$ cat src/rtl/button_debounce.sv
// rtl/button_debounce.sv - per-channel pushbutton synchronizer, debouncer and press/release pulse generator
// Optional auto-repeat of press pulses while held: BUTTON_DEBOUNCE_AUTO_REPEAT_EN
module button_debounce #(
    parameter int N_BTN           = 2,
    parameter int DEBOUNCE_CYCLES = 1000000,
    parameter int REPEAT_DELAY    = 50000000,
    parameter int REPEAT_PERIOD   = 10000000
) (
    input  logic             clk,
    input  logic             reset,
    input  logic [N_BTN-1:0] btn_raw,
    output logic [N_BTN-1:0] btn_level,
    output logic [N_BTN-1:0] btn_press,
    output logic [N_BTN-1:0] btn_release
);

    localparam int MAX_AB = (DEBOUNCE_CYCLES > REPEAT_DELAY) ? DEBOUNCE_CYCLES : REPEAT_DELAY;
    localparam int MAX_C  = (MAX_AB > REPEAT_PERIOD) ? MAX_AB : REPEAT_PERIOD;
    localparam int CW     = $clog2(MAX_C + 1);
    localparam logic [CW-1:0] DB_LAST = CW'(DEBOUNCE_CYCLES - 1);

    typedef enum logic {ST_STABLE, ST_PENDING} state_e;

    logic [N_BTN-1:0] sync1_q, sync1_d;
    logic [N_BTN-1:0] sync2_q, sync2_d;
    logic [N_BTN-1:0] level_q, level_d;
    logic [N_BTN-1:0] press_q, press_d;
    logic [N_BTN-1:0] release_q, release_d;
    logic [N_BTN-1:0] accept;
    state_e           state_q [N_BTN];
    state_e           state_d [N_BTN];
    logic [CW-1:0]    cnt_q   [N_BTN];
    logic [CW-1:0]    cnt_d   [N_BTN];

`ifdef BUTTON_DEBOUNCE_AUTO_REPEAT_EN
    localparam logic [CW-1:0] RD_LAST = CW'(REPEAT_DELAY - 1);
    localparam logic [CW-1:0] RP_LAST = CW'(REPEAT_PERIOD - 1);
    logic [CW-1:0]    rpt_q   [N_BTN];
    logic [CW-1:0]    rpt_d   [N_BTN];
    logic [N_BTN-1:0] armed_q, armed_d;
`endif

    always_comb begin
        sync1_d   = btn_raw;
        sync2_d   = sync1_q;
        level_d   = level_q;
        press_d   = '0;
        release_d = '0;
        accept    = '0;
`ifdef BUTTON_DEBOUNCE_AUTO_REPEAT_EN
        armed_d   = '0;
`endif
        for (int i = 0; i < N_BTN; i++) begin
            state_d[i] = state_q[i];
            cnt_d[i]   = '0;
            // Any cycle where the synchronized level disagrees advances the count;
            // agreeing again drops it back to zero so a bounce restarts the window.
            case (state_q[i])
                ST_STABLE: begin
                    if (sync2_q[i] != level_q[i]) begin
                        state_d[i] = ST_PENDING;
                        cnt_d[i]   = cnt_q[i] + CW'(1);
                    end
                end
                ST_PENDING: begin
                    if (sync2_q[i] == level_q[i]) begin
                        state_d[i] = ST_STABLE;
                    end else if (cnt_q[i] == DB_LAST) begin
                        state_d[i]   = ST_STABLE;
                        accept[i]    = 1'b1;
                        level_d[i]   = sync2_q[i];
                        press_d[i]   = sync2_q[i];
                        release_d[i] = ~sync2_q[i];
                    end else begin
                        cnt_d[i] = cnt_q[i] + CW'(1);
                    end
                end
                default: state_d[i] = ST_STABLE;
            endcase
`ifdef BUTTON_DEBOUNCE_AUTO_REPEAT_EN
            rpt_d[i] = '0;
            // Suppressed on the release edge so press and release never coincide.
            if (level_q[i] && !accept[i]) begin
                if (rpt_q[i] == (armed_q[i] ? RP_LAST : RD_LAST)) begin
                    press_d[i] = 1'b1;
                    armed_d[i] = 1'b1;
                end else begin
                    rpt_d[i]   = rpt_q[i] + CW'(1);
                    armed_d[i] = armed_q[i];
                end
            end
`endif
        end
    end

    always_ff @(posedge clk) begin
        if (reset) begin
            sync1_q   <= '0;
            sync2_q   <= '0;
            level_q   <= '0;
            press_q   <= '0;
            release_q <= '0;
            for (int i = 0; i < N_BTN; i++) begin
                state_q[i] <= ST_STABLE;
                cnt_q[i]   <= '0;
            end
`ifdef BUTTON_DEBOUNCE_AUTO_REPEAT_EN
            armed_q <= '0;
            for (int i = 0; i < N_BTN; i++) rpt_q[i] <= '0;
`endif
        end else begin
            sync1_q   <= sync1_d;
            sync2_q   <= sync2_d;
            level_q   <= level_d;
            press_q   <= press_d;
            release_q <= release_d;
            for (int i = 0; i < N_BTN; i++) begin
                state_q[i] <= state_d[i];
                cnt_q[i]   <= cnt_d[i];
            end
`ifdef BUTTON_DEBOUNCE_AUTO_REPEAT_EN
            armed_q <= armed_d;
            for (int i = 0; i < N_BTN; i++) rpt_q[i] <= rpt_d[i];
`endif
        end
    end

    assign btn_level   = level_q;
    assign btn_press   = press_q;
    assign btn_release = release_q;

endmodule
$ cat config.mk
export PLATFORM = sky130hd
export DESIGN_NAME = button_debounce
export DESIGN_NICKNAME = d
export VERILOG_FILES = /design/src/rtl/button_debounce.sv
export SDC_FILE = /design/constraint.sdc
export NUM_CORES = 1
export LEC_CHECK = 0
export BUFFER_PORTS_ARGS = -buffer_cell sky130_fd_sc_hd__clkbuf_2
export CAP_MARGIN = 5
export CORE_MARGIN = 2
export CORE_UTILIZATION = 38
export DETAILED_ROUTE_END_ITERATION = 6
export SLEW_MARGIN = 10
export SYNTH_ARGS = -nofsm -noshare
export SYNTH_HDL_FRONTEND = slang
export SYNTH_SLANG_ARGS = --single-unit
$ cat constraint.sdc
create_clock -name clk -period 5.6 [get_ports clk]
set_input_delay 0.56 -clock clk [delete_from_list [all_inputs] [get_ports clk]]
set_output_delay 0.56 -clock clk [all_outputs]
set_load 0.03 [all_outputs]
# Word-level counts from Yosys, hierarchy flattened
# Memory sizes are Yosys's and may differ from the RTL's.
# Index checks and enable logic that the tools add are counted.
# W data, S select, Z words.
# word_totals
ff_bits	10
ram_bits	54
inputBits	4
output_inout_bits	6
mem_count	2
# classes
addsub	2
n_eq_ne	6
n_mux	23
bitwise	12
n_reduce_logical	4
# memory_table
name	depth	word_bits	read_ports	rd_clocked_by_memory_dff	wr	line	rtl
cnt_q	2	26	2	0	2	32	logic [CW-1:0] cnt_q [N_BTN];
state_q	2	1	2	0	2	30	state_e state_q [N_BTN];
# ops
op	n
$mux W26	8
$pmux W26 S2	2
$add A26 B1 Y26 const B	2
$eq A26 B20 Y1 const B	2
$mux W1	11
$not A1 Y1	8
$reduce_or A4 Y1	2
$reduce_and A3 Y1	2
$or A1 B1 Y1	4
$pmux W1 S2	2
$eq A1 B1 Y1	2
$ne A1 B1 Y1	2

# Longest topological paths before layout
# Gate-level depths: netlist of the first run.
# logic_depth
ltp_word	5
depth_mapped	6
mapped_depth_nobuf	5

# Worst setup path before layout of the first run
# Ideal clock, no wire load.
# synth_path
path_kind	reg2reg
startpoint	memory cnt_q[0][49] (netlist bit)
endpoint	memory cnt_q[0][50] (netlist bit)
arrival_ps	1759
slack_ps	3711
path_stages_with_launch	6
cell_sequence	dfxtp_1 -> or4_1 -> or4_4 -> o21ai_4 -> buf_4 -> a21oi_1
# synth_rtl
item	line
from (decl)	32

==> results of run 1 <==
==> worst paths after layout <==
kind,start,to,cells past startpoint
max,cnt_q[0][26]$_SDFF_PP0_,cnt_q[0][33]$_SDFF_PP0_,5
min,btn_raw[0],sync1_q[0]$_SDFF_PP0_,2
max reg2reg,cnt_q[0][26]$_SDFF_PP0_,cnt_q[0][33]$_SDFF_PP0_,5
min reg2reg,sync1_q[0]$_SDFF_PP0_,sync2_q[0]$_SDFF_PP0_,1
==> per-layer routing <==
metal  up-vias  track usage, %  wire (um)
li1       1235               -          -
met3        16            5.01        177
met1      1154            18.2       2810
met4         0            6.34        116
met2        38            23.2       2770
met5         -               0          0
==> worst max-delay path: cells and delay by family, from the launching register on <==
family          cells  cell delay, ps
compound gates      1             560
fa+ha+maj           1             170
flops               1             400
simple gates        3             980
==> placed cells by master (no fill, tap or decap), types with 11 or more instances in the layout <==
cell / synthesis / final
sky130_fd_sc_hd__nand2_1: 20 / 20
sky130_fd_sc_hd__or3_1: 11 / 11
sky130_fd_sc_hd__dfxtp_1: 64 / 64
sky130_fd_sc_hd__nand3_1: 16 / 16
sky130_fd_sc_hd__clkbuf_8: 0 / 13
sky130_fd_sc_hd__nor2_1: 38 / 38
sky130_fd_sc_hd__a21oi_1: 21 / 21
sky130_fd_sc_hd__or4_1: 14 / 14
sky130_fd_sc_hd__nand4_1: 16 / 16
sky130_fd_sc_hd__xnor2_1: 17 / 17
==> registers in the layout, summed over array words and instances, names as in the netlist <==
register	cells
btn_release	2
btn_press	2
state_q	2
btn_level	2
sync2_q	2
sync1_q	2
cnt_q	52
==> power breakdown <==
group          internal, mW  switching, mW
Combinational       0.00311        0.00581
Clock                 0.202          0.160
Sequential            0.457        0.00134
Total                 0.662          0.167
==> cell families (layout without fill, tap and decap cells) <==
family | after synthesis | in the layout | share of synthesized area, %
flops | 64 | 64 | 43.7
xor+xnor | 27 | 27 | 8.07
simple gates | 167 | 167 | 32.7
compound gates | 48 | 48 | 10.0
mux | 2 | 2 | 0.683
buf+inv | 22 | 32 | 3.12
fa+ha+maj | 4 | 4 | 1.71
==> cell type report <==
type / count / area, sq um
Sequential cell: 64 / 1280
Clock buffer: 13 / 179
Timing Repair Buffer: 10 / 52.6
Fill cell: 776 / 4380
Tap cell: 102 / 128
Inverter: 9 / 33.8
Multi-Input combinational cell: 248 / 1560
==> metrics by stage <==
step,cells,instance area (sq um),power (mW),setup slack [ps]
detailed placement,433,3050,0.478,3330
global route,446,3230,0.864,3180
finish,446,3230,0.829,3350
floorplan,334,2930,0.475,3710
global placement,433,3050,0.478,3390
CTS,446,3230,0.843,3320
==> results by stage, run 1 <==
CTS:
- The number of hold buffers added after CTS was 0.
- The count of instances resized after the clock tree is built is 0.
- The TritonCTS clock tree is done.
- The clock sink count is 64.
- In this run, CTS created clock tree buffers numbering 9.
- The number of setup buffers added after CTS is 0.
- The master cell of the clock root buffer is sky130_fd_sc_hd__clkbuf_8.
- The maximum buffer depth of the clock tree is 2.
- Clock latency on the worst-skew pair, taken at its later pin, is 330 ps.
- The H-tree was split into 3 levels.
- The clock slew seen by the registers of the worst setup and hold paths is 60 ps.

Global route:
- After global routing the overflow that remains totals 0.
- The number of antenna violations at the first check in global routing is 0.
- Entering global routing, the biggest net connects 27 pins.
- The total track usage is 14.7%.
- The number of global-route vias before repair came to 2205.
- The first-pass GRT wire length is 9940 um.

Timing:
- The clock arrives with 4.06 ps of skew.
- Derived from the worst setup path, the maximum achievable clock frequency is 445 MHz.
- For the pin with the worst max-slew slack, the measured transition is 715 ps.
- The hold violation total from the final report was 0.
- The number of max-slew violations in the final report is 0.
- The relative slew slack is 51.9%.
- The part of the cycle the worst path needs is 40.1%.
- The accumulated negative setup slack is 0 ps.
- After layout, the minimum clock period comes to 2250 ps.
- Setup repair after global routing left no endpoint under its margin.
- The number of failing setup endpoints in the final timing report is 0.
- On the final layout, the worst hold slack is 429 ps.

Synth:
- The netlist area before placement is 2930 sq um.
- The number of flip-flops and latches in the synthesized netlist is 64.
- Yosys printed 0 warnings.
- By area the synthesized netlist is led by sky130_fd_sc_hd__dfxtp_1 44%, sky130_fd_sc_hd__xnor2_1 5.1%, sky130_fd_sc_hd__nor2_1 4.9%.
- The cell with the most instances after synthesis is sky130_fd_sc_hd__dfxtp_1.
- The fraction of synthesized cell area taken by the top area cell type is 43.7%.
- Of all cell types, the one taking the most synthesized area is sky130_fd_sc_hd__dfxtp_1.
- The netlist uses 42 different library cells.
- Dividing the synthesized area by the synthesized cell count gives 8.77 sq um.
- Counting instances in the post-synthesis netlist gives the leading cell types as 64 x sky130_fd_sc_hd__dfxtp_1, 38 x sky130_fd_sc_hd__nor2_1, 21 x sky130_fd_sc_hd__a21oi_1.
- In this run, synthesis inferred 0 flip-flops with an integrated enable.
- Of the synthesized area, sequential elements account for 43.7%.
- The share of flip-flops with an asynchronous set or reset after synthesis is 0%.
- For this run, the leading register cell type out of synthesis is sky130_fd_sc_hd__dfxtp_1.
- The synthesized netlist cell count is 334.
- Counting every net in the synthesized netlist gives 342.

Setup path:
- The kind of critical path is register to register.
- The data arrival time at the worst-slack endpoint is 2440 ps.
- The sort of element at the end of the critical path is a register.
- The setup check on the worst reg-to-reg path leaves a slack of 3350 ps.
- In this design, the stage delay of the slowest critical-path cell is 650 ps.
- STA puts the critical path data required time at 5800 ps.
- STA classifies the critical path startpoint as a register.
- For this design, the slowest cell found on the critical path is sky130_fd_sc_hd__or4_4.
- The largest fanout of any net on the critical path is 24.
- The signal on the critical path passes through ha_1 -> nand3_1 -> or4_4 -> o21ai_4 -> nor2_1.

Detailed routing:
- In this run, the number of DRC markers left after iteration 0 of detailed routing was 128.
- The post-detailed-route DRC marker count is 0.
- In the routed layout, each cell is associated on average with a via count of 5.48.
- In the final routed layout, each cell accounts on average for 13.2 um.
- Once detail routing completed, the nets flagged for antenna violations numbered 0.
- The total via count after detailed routing is 2443.
- The routed wire length is 5870 um.
- The first-pass iteration count of the detailed router is 4.

Power:
- The maximum resistive drop on vdd is 0.135 mV.
- The leakage power summed over all cells is 1.01 nW.
- Dividing total power by cell area gives a power density of 257 nW/um^2.

Place:
- Summed over all nets, the half-perimeter wirelength after detailed placement is 3980 um.
- Routability-driven placement finished with a final weighted congestion of 0.810.
- In this run the tool buffered the top-level ports with 9 buffer cells.

Finish:
- Of the cells placed in the final design, the portion with a size suffix greater than 1 is 9.88%.
- Measured on the finished design, the core utilization comes to 42.5%.
- At the end of the flow, the number of nets in the layout was 350.
- The layout overhead on the synthesized area is 10.3%.
- The number of inserted diodes is 0.

Hold path:
- The type of the tightest min-delay check is input pin to register.

Job:
- The number of max-cap violations is 0.

Floorplanning:
- The I/O pin count is 10.
- The placement row count is 32.
- The starting density of the core is 38.5%.
- The die span in x is 91.8 um.
- The die height is 91.8 um.
- The total area inside the core boundary comes to 7610 sq um.
- The floorplan step defined a die boundary enclosing 8430 sq um.

Outcome:
- The run finished with clean final reports.
Power figures use the tool's default switching activity.
==> run 2: changes to the inputs <==
--- a/config.mk
+++ b/config.mk
@@ -5,6 +5,7 @@
 export SDC_FILE = /design/constraint.sdc
 export NUM_CORES = 1
 export LEC_CHECK = 0
+export ABC_AREA = 1
 export BUFFER_PORTS_ARGS = -buffer_cell sky130_fd_sc_hd__clkbuf_2
 export CAP_MARGIN = 5
 export CORE_MARGIN = 2
==> constraint.sdc (replaced) <==
create_clock -name clk -period 2.3 [get_ports clk]
set_input_delay 0.23 -clock clk [delete_from_list [all_inputs] [get_ports clk]]
set_output_delay 0.23 -clock clk [all_outputs]
set_load 0.03 [all_outputs]
==> results by stage, run 2 <==
CTS:
- The clock insertion delay at the later pin of the skew report is 340 ps (about the same).
- The maximum buffer depth of the clock tree came to 2 (unchanged).
- The count of hold buffers inserted by post-cts repair came to 0 (unchanged).
- The clock sink count is 64 (unchanged).
- The clock slew seen by the registers of the worst setup and hold paths is 70 ps (about the same).
- The master cell of the clock root buffer is sky130_fd_sc_hd__clkbuf_8.
- The number of setup buffers added after CTS was 0 (unchanged).
- The depth of the CTS H-tree was 3 (unchanged).
- TritonCTS built the clock tree.
- The count of instances resized after the clock tree is built was 0 (unchanged).
- The number of buffers added by the clock tree synthesis step came to 9 (unchanged).

Floorplanning:
- The die area came to 8950 sq um (+6.2%).
- The starting density of the core is 38.5% (about the same).
- The area of the core region is 8090 sq um (+6.4%).
- The placement row count is 33 (+3.1%).
- The I/O pin count is 10 (unchanged).
- The die span in x came to 94.6 um (+3.0%).
- The die height was 94.6 um (+3.0%).

Timing:
- The final critical delay including setup and external delays came to 1730 ps (-520 ps).
- The slew at the pin closest to its max-slew limit is 488 ps (-227 ps).
- The part of the cycle the worst path needs came to 75.1% (+35 points).
- The tightest hold margin is 79.6 ps (-349 ps).
- The hold violation total from the final report is 0 (unchanged).
- The accumulated negative setup slack is 0 ps (unchanged).
- Setup repair after global routing left no endpoint under its margin.
- The highest achievable clock rate is 579 MHz (+30%).
- The number of failing setup endpoints in the final timing report is 0 (unchanged).
- The number of max-slew violations in the final report is 0 (unchanged).
- The clock tree skew after final layout was 9.79 ps (+5.72 ps).
- The relative slew slack was 67.4% (+16 points).

Synth:
- In the post-synthesis netlist, the biggest area contributors are sky130_fd_sc_hd__dfxtp_1 41%, sky130_fd_sc_hd__nor2_1 17%, sky130_fd_sc_hd__nand2_1 15%.
- The most used flip-flop cell after synthesis is sky130_fd_sc_hd__dfxtp_1.
- The fraction of synthesized cell area taken by the top area cell type came to 41.1% (-2.7 points).
- The count of flip-flops with a built-in enable after synthesis is 0 (unchanged).
- The netlist area before placement is 3120 sq um (+6.5%).
- The synthesized design spends more area on one cell type than any other, namely sky130_fd_sc_hd__dfxtp_1.
- The synthesized netlist cell count is 466 (+40%).
- The number of flip-flops and latches in the synthesized netlist came to 64 (unchanged).
- The count of unique library cells instantiated by Yosys came to 21 (-50%).
- The share of the yosys chip area belonging to registers is 41.1% (-2.7 points).
- The yosys synthesis warning count is 0 (unchanged).
- sky130_fd_sc_hd__nor2_1 is the most common cell in the netlist.
- The share of flip-flops with an asynchronous set or reset after synthesis is 0% (unchanged).
- The mean cell area of the mapped netlist came to 6.69 sq um (-24%).
- The net count after synthesis is 474 (+39%).
- The commonest cells after synthesis are 145 x sky130_fd_sc_hd__nor2_1, 122 x sky130_fd_sc_hd__nand2_1, 64 x sky130_fd_sc_hd__dfxtp_1.

Place:
- The detailed-placement wirelength estimate came to 4760 um (+20%).
- The post-place instance area is 3260 sq um (+6.8%).
- The quantity of I/O buffers inserted on ports is 9 (unchanged).
- The routability-driven placement congestion ratio is 0.904 (+12%).

Global route:
- The first-pass GRT wire length came to 10700 um (+7.4%).
- The total track usage was 15.4% (+0.68 points).
- The global-route congestion overflow total is 0 (unchanged).
- The number of global-route vias before repair is 2498 (+13%).
- The number of antenna violations at the first check in global routing is 0 (unchanged).
- The pin count of the biggest net entering global routing is 20 (-26%).

Power:
- The post-layout total power was 2.08 mW (+150%).
- The maximum resistive drop on vdd came to 0.294 mV (+120%).
- The power per cell area is 603 nW/um^2 (+130%).
- The leakage power summed over all cells is 1.16 nW (+15%).

Setup path:
- The largest delay contributor family on the critical path is simple AND/OR/NAND/NOR gates.
- The largest fanout of any net on the critical path is 14 (-42%).
- The sort of element at the end of the critical path is a register.
- The startpoint identified for the worst register-to-register timing path is cnt_q[0][0]$_SDFF_PP0_.
- Traced cell by cell, the critical path runs through ha_1 -> nand2_1 -> nor2_2 -> nand3_1 -> nor2_2 -> nor2_2 -> inv_2 -> nor2_1.
- Tracing the worst setup path back leads to its startpoint at cnt_q[0][0]$_SDFF_PP0_.
- The required time reported for the critical path endpoint was 2580 ps (-3220 ps).
- The data arrival time at the worst-slack endpoint came to 2000 ps (-440 ps).
- Counting stages on the worst path, the most repeated cell is sky130_fd_sc_hd__nor2_2.
- The startpoint class of the critical path is a register.
- The critical path buffer and inverter count came to 1 (+1).
- The cell at the slowest stage of the critical path is sky130_fd_sc_hd__nor2_2.
- The kind of critical path is register to register.
- The critical path's largest stage delay was 380 ps (-270 ps).

Hold path:
- In this run the most critical hold path is launched from btn_raw[1].
- The tightest min-delay check is of the input pin to register type.

Finish:
- The proportion of layout cells with a drive suffix above 1 is 6.78% (-3.1 points).
- In the layout the commonest cells are 145 x sky130_fd_sc_hd__nor2_1, 122 x sky130_fd_sc_hd__nand2_1, 64 x sky130_fd_sc_hd__dfxtp_1.
- The layout overhead on the synthesized area is 10.6%.
- The most common cell after layout, fill and taps aside is sky130_fd_sc_hd__nor2_1.
- The filler cell count is 858 (+11%).
- The number of nets in the layout came to 491 (+40%).
- The most flop-heavy register is cnt_q.
- The area of the multi-input gates is 1640 sq um (+5.1%).
- The sequential cell area was 1280 sq um (unchanged).
- The number of flip-flops under the largest register name is 52 (unchanged).
- The number of inserted diodes is 0 (unchanged).
- The final non-filler cell area is 3450 sq um (+6.7%).

Detailed routing:
- The first-pass iteration count of the detailed router is 4 (unchanged).
- The routed wire length is 6240 um (+6.3%).
- The post-detailed-route wirelength per cell is 10.5 um (-20%).
- The DRC marker count from the first detailed-route iteration is 97 (-24%).
- The total via count after detailed routing came to 2677 (+9.6%).
- The post-detailed-route DRC marker count is 0 (unchanged).
- The number of antenna-violating nets in the routed design came to 0 (unchanged).
- The mean number of vias per cell is 4.52 (-17%).

Job:
- The number of max-cap violations came to 0 (unchanged).

Outcome:
- The run finished with clean final reports.
[run 2: cell count changes in the layout (fill, tap and decap cells not counted), moves of 8 or more]
cell,change
sky130_fd_sc_hd__nand4_1,-13
sky130_fd_sc_hd__o31ai_1,-10
sky130_fd_sc_hd__nor4_1,-8
sky130_fd_sc_hd__xor2_1,+11
sky130_fd_sc_hd__nand3_1,+10
sky130_fd_sc_hd__inv_1,+33
sky130_fd_sc_hd__a21oi_1,-16
sky130_fd_sc_hd__or3_1,-11
sky130_fd_sc_hd__nand2_1,+102
sky130_fd_sc_hd__nor2_1,+107
sky130_fd_sc_hd__or4_1,-14
sky130_fd_sc_hd__xnor2_1,-8
[run 2: worst paths after layout]
check	to	slack, ps	depth (start not counted)
max reg2reg	cnt_q[0][16]$_SDFF_PP0_	570	8
max	cnt_q[0][16]$_SDFF_PP0_	570	8
min reg2reg	sync2_q[1]$_SDFF_PP0_	400	2
min	sync1_q[1]$_SDFF_PP0_	80	3
[run 2: through the flow]
step | cells | util [%] | worst slack (ps)
after floorplan | 466 | - | 852
after global placement | 577 | 40.3 | 580
after detailed placement | 577 | 40.3 | 505
after CTS | 592 | 42.6 | 488
after global routing | 592 | 42.6 | 289
final | 592 | 42.6 | 573
[run 2: per-layer routing]
metal,global-route usage [%],wire (um),up-vias
met1,16.7,2860,1164
met5,0,0,-
met2,27.9,3040,37
met3,4.39,197,18
met4,6.28,146,0
li1,-,-,1458
[run 2: cell type report]
| cell class | count | share of cell area, % |
|---|---|---|
| multi-input cells | 356 | 47.5 |
| flip-flops and latches | 64 | 37.2 |
| inverters | 43 | 4.83 |
| clock buffers | 12 | 4.21 |
| well taps | 105 | 3.81 |
| repair buffers | 9 | 1.31 |
| clock inverters | 3 | 1.23 |
[run 2: power breakdown]
group / switching (mW) / internal (mW)
logic: 0.0171 / 0.00767
clock network: 0.416 / 0.523
registers: 0.00283 / 1.11
[run 2: kinds of logic (layout without fill, tap and decap cells)]
kind of cell	count (synthesis)	in the layout	synth area share [%]
DFF	64	64	41.1
AOI/OAI and AO/OA	8	8	1.28
buffers and inverters	46	67	6.42
xor gates and xnor gates	30	30	8.43
adders and majority gates	4	4	1.61
and+or+nand+nor	314	314	41.2
[run 2: worst register-to-register path, cell delays in order, from the launching register on]
cell and delay (ps):
sky130_fd_sc_hd__dfxtp_1 350, sky130_fd_sc_hd__ha_1 220, sky130_fd_sc_hd__nand2_1 100, sky130_fd_sc_hd__nor2_2 70
sky130_fd_sc_hd__nand3_1 100, sky130_fd_sc_hd__nor2_2 70, sky130_fd_sc_hd__nor2_2 380, sky130_fd_sc_hd__inv_2 230
sky130_fd_sc_hd__nor2_1 140
==> run 3: changes to the inputs <==
--- a/config.mk
+++ b/config.mk
@@ -5,7 +5,7 @@
 export SDC_FILE = /design/constraint.sdc
 export NUM_CORES = 1
 export LEC_CHECK = 0
-export ABC_AREA = 1
+export ABC_AREA = 0
 export BUFFER_PORTS_ARGS = -buffer_cell sky130_fd_sc_hd__clkbuf_2
 export CAP_MARGIN = 5
 export CORE_MARGIN = 2
==> constraint.sdc (replaced) <==
create_clock -name clk -period 1.78 [get_ports clk]
set_input_delay 0.178 -clock clk [delete_from_list [all_inputs] [get_ports clk]]
set_output_delay 0.178 -clock clk [all_outputs]
set_load 0.03 [all_outputs]
==> results by stage, run 3 (synthesized netlist as in run 1, its figures left out) <==
Timing:
- The clock tree skew after final layout was 7.17 ps (-2.62 ps).
- The number of failing setup endpoints in the final timing report came to 27 (+27).
- The slew at the pin closest to its max-slew limit is 514 ps (+25.9 ps).
- The number of max-slew violations in the final report is 0 (unchanged).
- The highest achievable clock rate is 530 MHz (-8.5%).
- Setup repair after global routing could not meet its margin everywhere.
- The part of the cycle the worst path needs is 106% (+31 points).
- The worst setup slack after layout is -108 ps (-680 ps).
- The relative slew slack came to 65.6% (-1.8 points).
- The hold violation total from the final report is 0 (unchanged).
- The final critical delay including setup and external delays was 1890 ps (+160 ps).

Detailed routing:
- The post-detailed-route wirelength per cell was 12.7 um (+20%).
- The number of antenna-violating nets in the routed design is 0 (unchanged).
- The DRC marker count from the first detailed-route iteration is 88 (-9.3%).
- The post-detailed-route DRC marker count was 0 (unchanged).
- The first-pass iteration count of the detailed router is 4 (unchanged).
- The mean number of vias per cell came to 5.16 (+14%).
- The total via count after detailed routing is 2536 (-5.3%).
- The routed wire length is 6230 um (-0.16%).

Setup path:
- The largest delay contributor family on the critical path is simple AND/OR/NAND/NOR gates.
- The data arrival time at the worst-slack endpoint is 2110 ps (+110 ps).
- The cell count of the worst reg-to-reg path is 5 (-3).
- The signal on the critical path passes through or4_4 -> or4_4 -> o21ai_4 -> buf_12 -> a21oi_1.
- The critical path is of the register to register type.
- The critical path's largest stage delay is 510 ps (+130 ps).
- In this run the critical register-to-register path is captured at cnt_q[0][49]$_SDFF_PP0_.
- The worst-case register-to-register setup slack is -110 ps (-680 ps).
- The required time reported for the critical path endpoint is 2000 ps (-580 ps).
- The sort of element at the end of the critical path is a register.
- The critical path buffer and inverter count is 1 (unchanged).
- The startpoint class of the critical path is a register.
- The launch instance of the worst register-to-register path is cnt_q[0][47]$_SDFF_PP0_.
- The largest fanout of any net on the critical path is 16 (+2).
- The most numerous cell type found on the critical path is sky130_fd_sc_hd__or4_4.
- For this design, the slowest cell found on the critical path is sky130_fd_sc_hd__or4_4.

Floorplanning:
- The starting density of the core was 38.5% (about the same).
- The placement row count is 32 (-3.0%).
- The area of the core region is 7610 sq um (-6.0%).
- The I/O pin count is 10 (unchanged).
- The die height was 91.8 um (-2.9%).
- The die area was 8430 sq um (-5.8%).
- The die span in x is 91.8 um (-2.9%).

Outcome:
- The run finished, with violations left.
- The final reports fail on negative setup slack.

Finish:
- From synthesis to final layout, the design area changed by 23.8%.
- In the layout the commonest cells are 50 x sky130_fd_sc_hd__dfxtp_1, 42 x sky130_fd_sc_hd__buf_4, 38 x sky130_fd_sc_hd__nor2_1.
- The most flop-heavy register is cnt_q.
- The number of flip-flops under the largest register name came to 52 (unchanged).
- The number of inserted diodes is 0 (unchanged).
- The end-of-flow core utilization came to 47.6% (+5.0 points).
- The number of nets in the layout is 393 (-20%).
- The proportion of layout cells with a drive suffix above 1 came to 24.9% (+18 points).
- The library cell used most frequently in the layout, excluding fill and tap cells, is sky130_fd_sc_hd__dfxtp_1.

Global route:
- The number of antenna violations at the first check in global routing was 0 (unchanged).
- The first-pass GRT wire length is 10900 um (+2.0%).
- The pin count of the biggest net entering global routing was 21 (+5.0%).
- The number of global-route vias before repair came to 2471 (-1.1%).
- The global-route congestion overflow total is 0 (unchanged).
- The total track usage is 15.9% (+0.55 points).

CTS:
- CTS placed an instance of sky130_fd_sc_hd__clkbuf_8 at the clock tree root.
- The maximum buffer depth of the clock tree came to 2 (unchanged).
- The number of setup buffers added after CTS is 0 (unchanged).
- The number of buffers added by the clock tree synthesis step is 9 (unchanged).
- The clock slew seen by the registers of the worst setup and hold paths is 70 ps (about the same).
- The clock insertion delay at the later pin of the skew report is 340 ps (about the same).
- The depth of the CTS H-tree is 3 (unchanged).
- TritonCTS built the clock tree.
- The clock sink count came to 64 (unchanged).

Hold path:
- The worst hold path begins at btn_raw[0].
- The path with the worst hold slack has its endpoint at sync1_q[0]$_SDFF_PP0_.
- The type of the tightest min-delay check is input pin to register.
- The cell depth of the worst min-delay path is 2 (-1).

Place:
- The routability-driven placement congestion ratio was 0.795 (-12%).
- The quantity of I/O buffers inserted on ports was 9 (unchanged).
- The detailed-placement wirelength estimate came to 4590 um (-3.5%).

Job:
- The number of max-cap violations was 0 (unchanged).

Power:
- The power per cell area is 703 nW/um^2 (+17%).
- The leakage power summed over all cells is 1.24 nW (+6.4%).
- The maximum resistive drop on vdd is 0.440 mV (+50%).
- The post-layout total power came to 2.55 mW (+22%).
==> run 3: power by group <==
group	internal (mW)	switching (mW)	leakage (nW)
Sequential	1.43	0.00449	0.524
Combinational	0.0161	0.0203	0.635
Clock	0.534	0.539	0.0785
==> run 3: through the flow <==
step                      setup TNS (ps)  setup slack (ps)  instance area, sq um  hold slack, ps  instances
after floorplan                    -2050              -109                  2970             306        334
final                              -2040              -108                  3620            45.2        491
after CTS                          -2060              -105                  3600            39.1        491
after global routing               -3470              -171                  3620            64.4        491
after detailed placement           -2250             -96.9                  3420             399        476
after global placement             -1690             -78.6                  3420             399        476
==> run 3: what timing repair did <==
item                       CTS  global route
hold endpoints to repair     0             0
hold buffers                 0             0
setup endpoints to repair   27            29
pin swaps                    0             0
gates resized for setup      6             6
==> run 3: layout make-up <==
class / instances / area [sq um]
Clock buffer: 12 / 145
Clock inverter: 3 / 20.0
Fill cell: 744 / 3980
Inverter: 9 / 33.8
Multi-Input combinational cell: 248 / 1600
Sequential cell: 64 / 1310
Tap cell: 102 / 128
Timing Repair Buffer: 53 / 392
==> run 3: worst max-delay path by stage <==
stage / from / to / slack, ps / cells past startpoint
CTS: cnt_q[0][49]$_SDFF_PP0_ / cnt_q[0][49]$_SDFF_PP0_ / -110 / 5
finish: cnt_q[0][47]$_SDFF_PP0_ / cnt_q[0][49]$_SDFF_PP0_ / -110 / 5
detailed placement: cnt_q[0][47]$_SDFF_PP0_ / cnt_q[0][49]$_SDFF_PP0_ / -100 / 5
global placement: cnt_q[0][47]$_SDFF_PP0_ / cnt_q[0][39]$_SDFF_PP0_ / -80 / 5
floorplan: cnt_q[0][49]$_SDFF_PP0_ / cnt_q[0][50]$_SDFF_PP0_ / -110 / 5
global route: cnt_q[0][33]$_SDFF_PP0_ / cnt_q[0][49]$_SDFF_PP0_ / -170 / 6
==> run 3: per-layer routing <==
| metal | GRT usage [%] | vias to the layer above | part of all wire [%] |
|---|---|---|---|
| li1 | - | 1323 | - |
| met5 | 0 | - | 0 |
| met3 | 4.19 | 16 | 2.9 |
| met1 | 19.3 | 1156 | 47 |
| met2 | 26.3 | 41 | 47 |
| met4 | 7.34 | 0 | 2.8 |
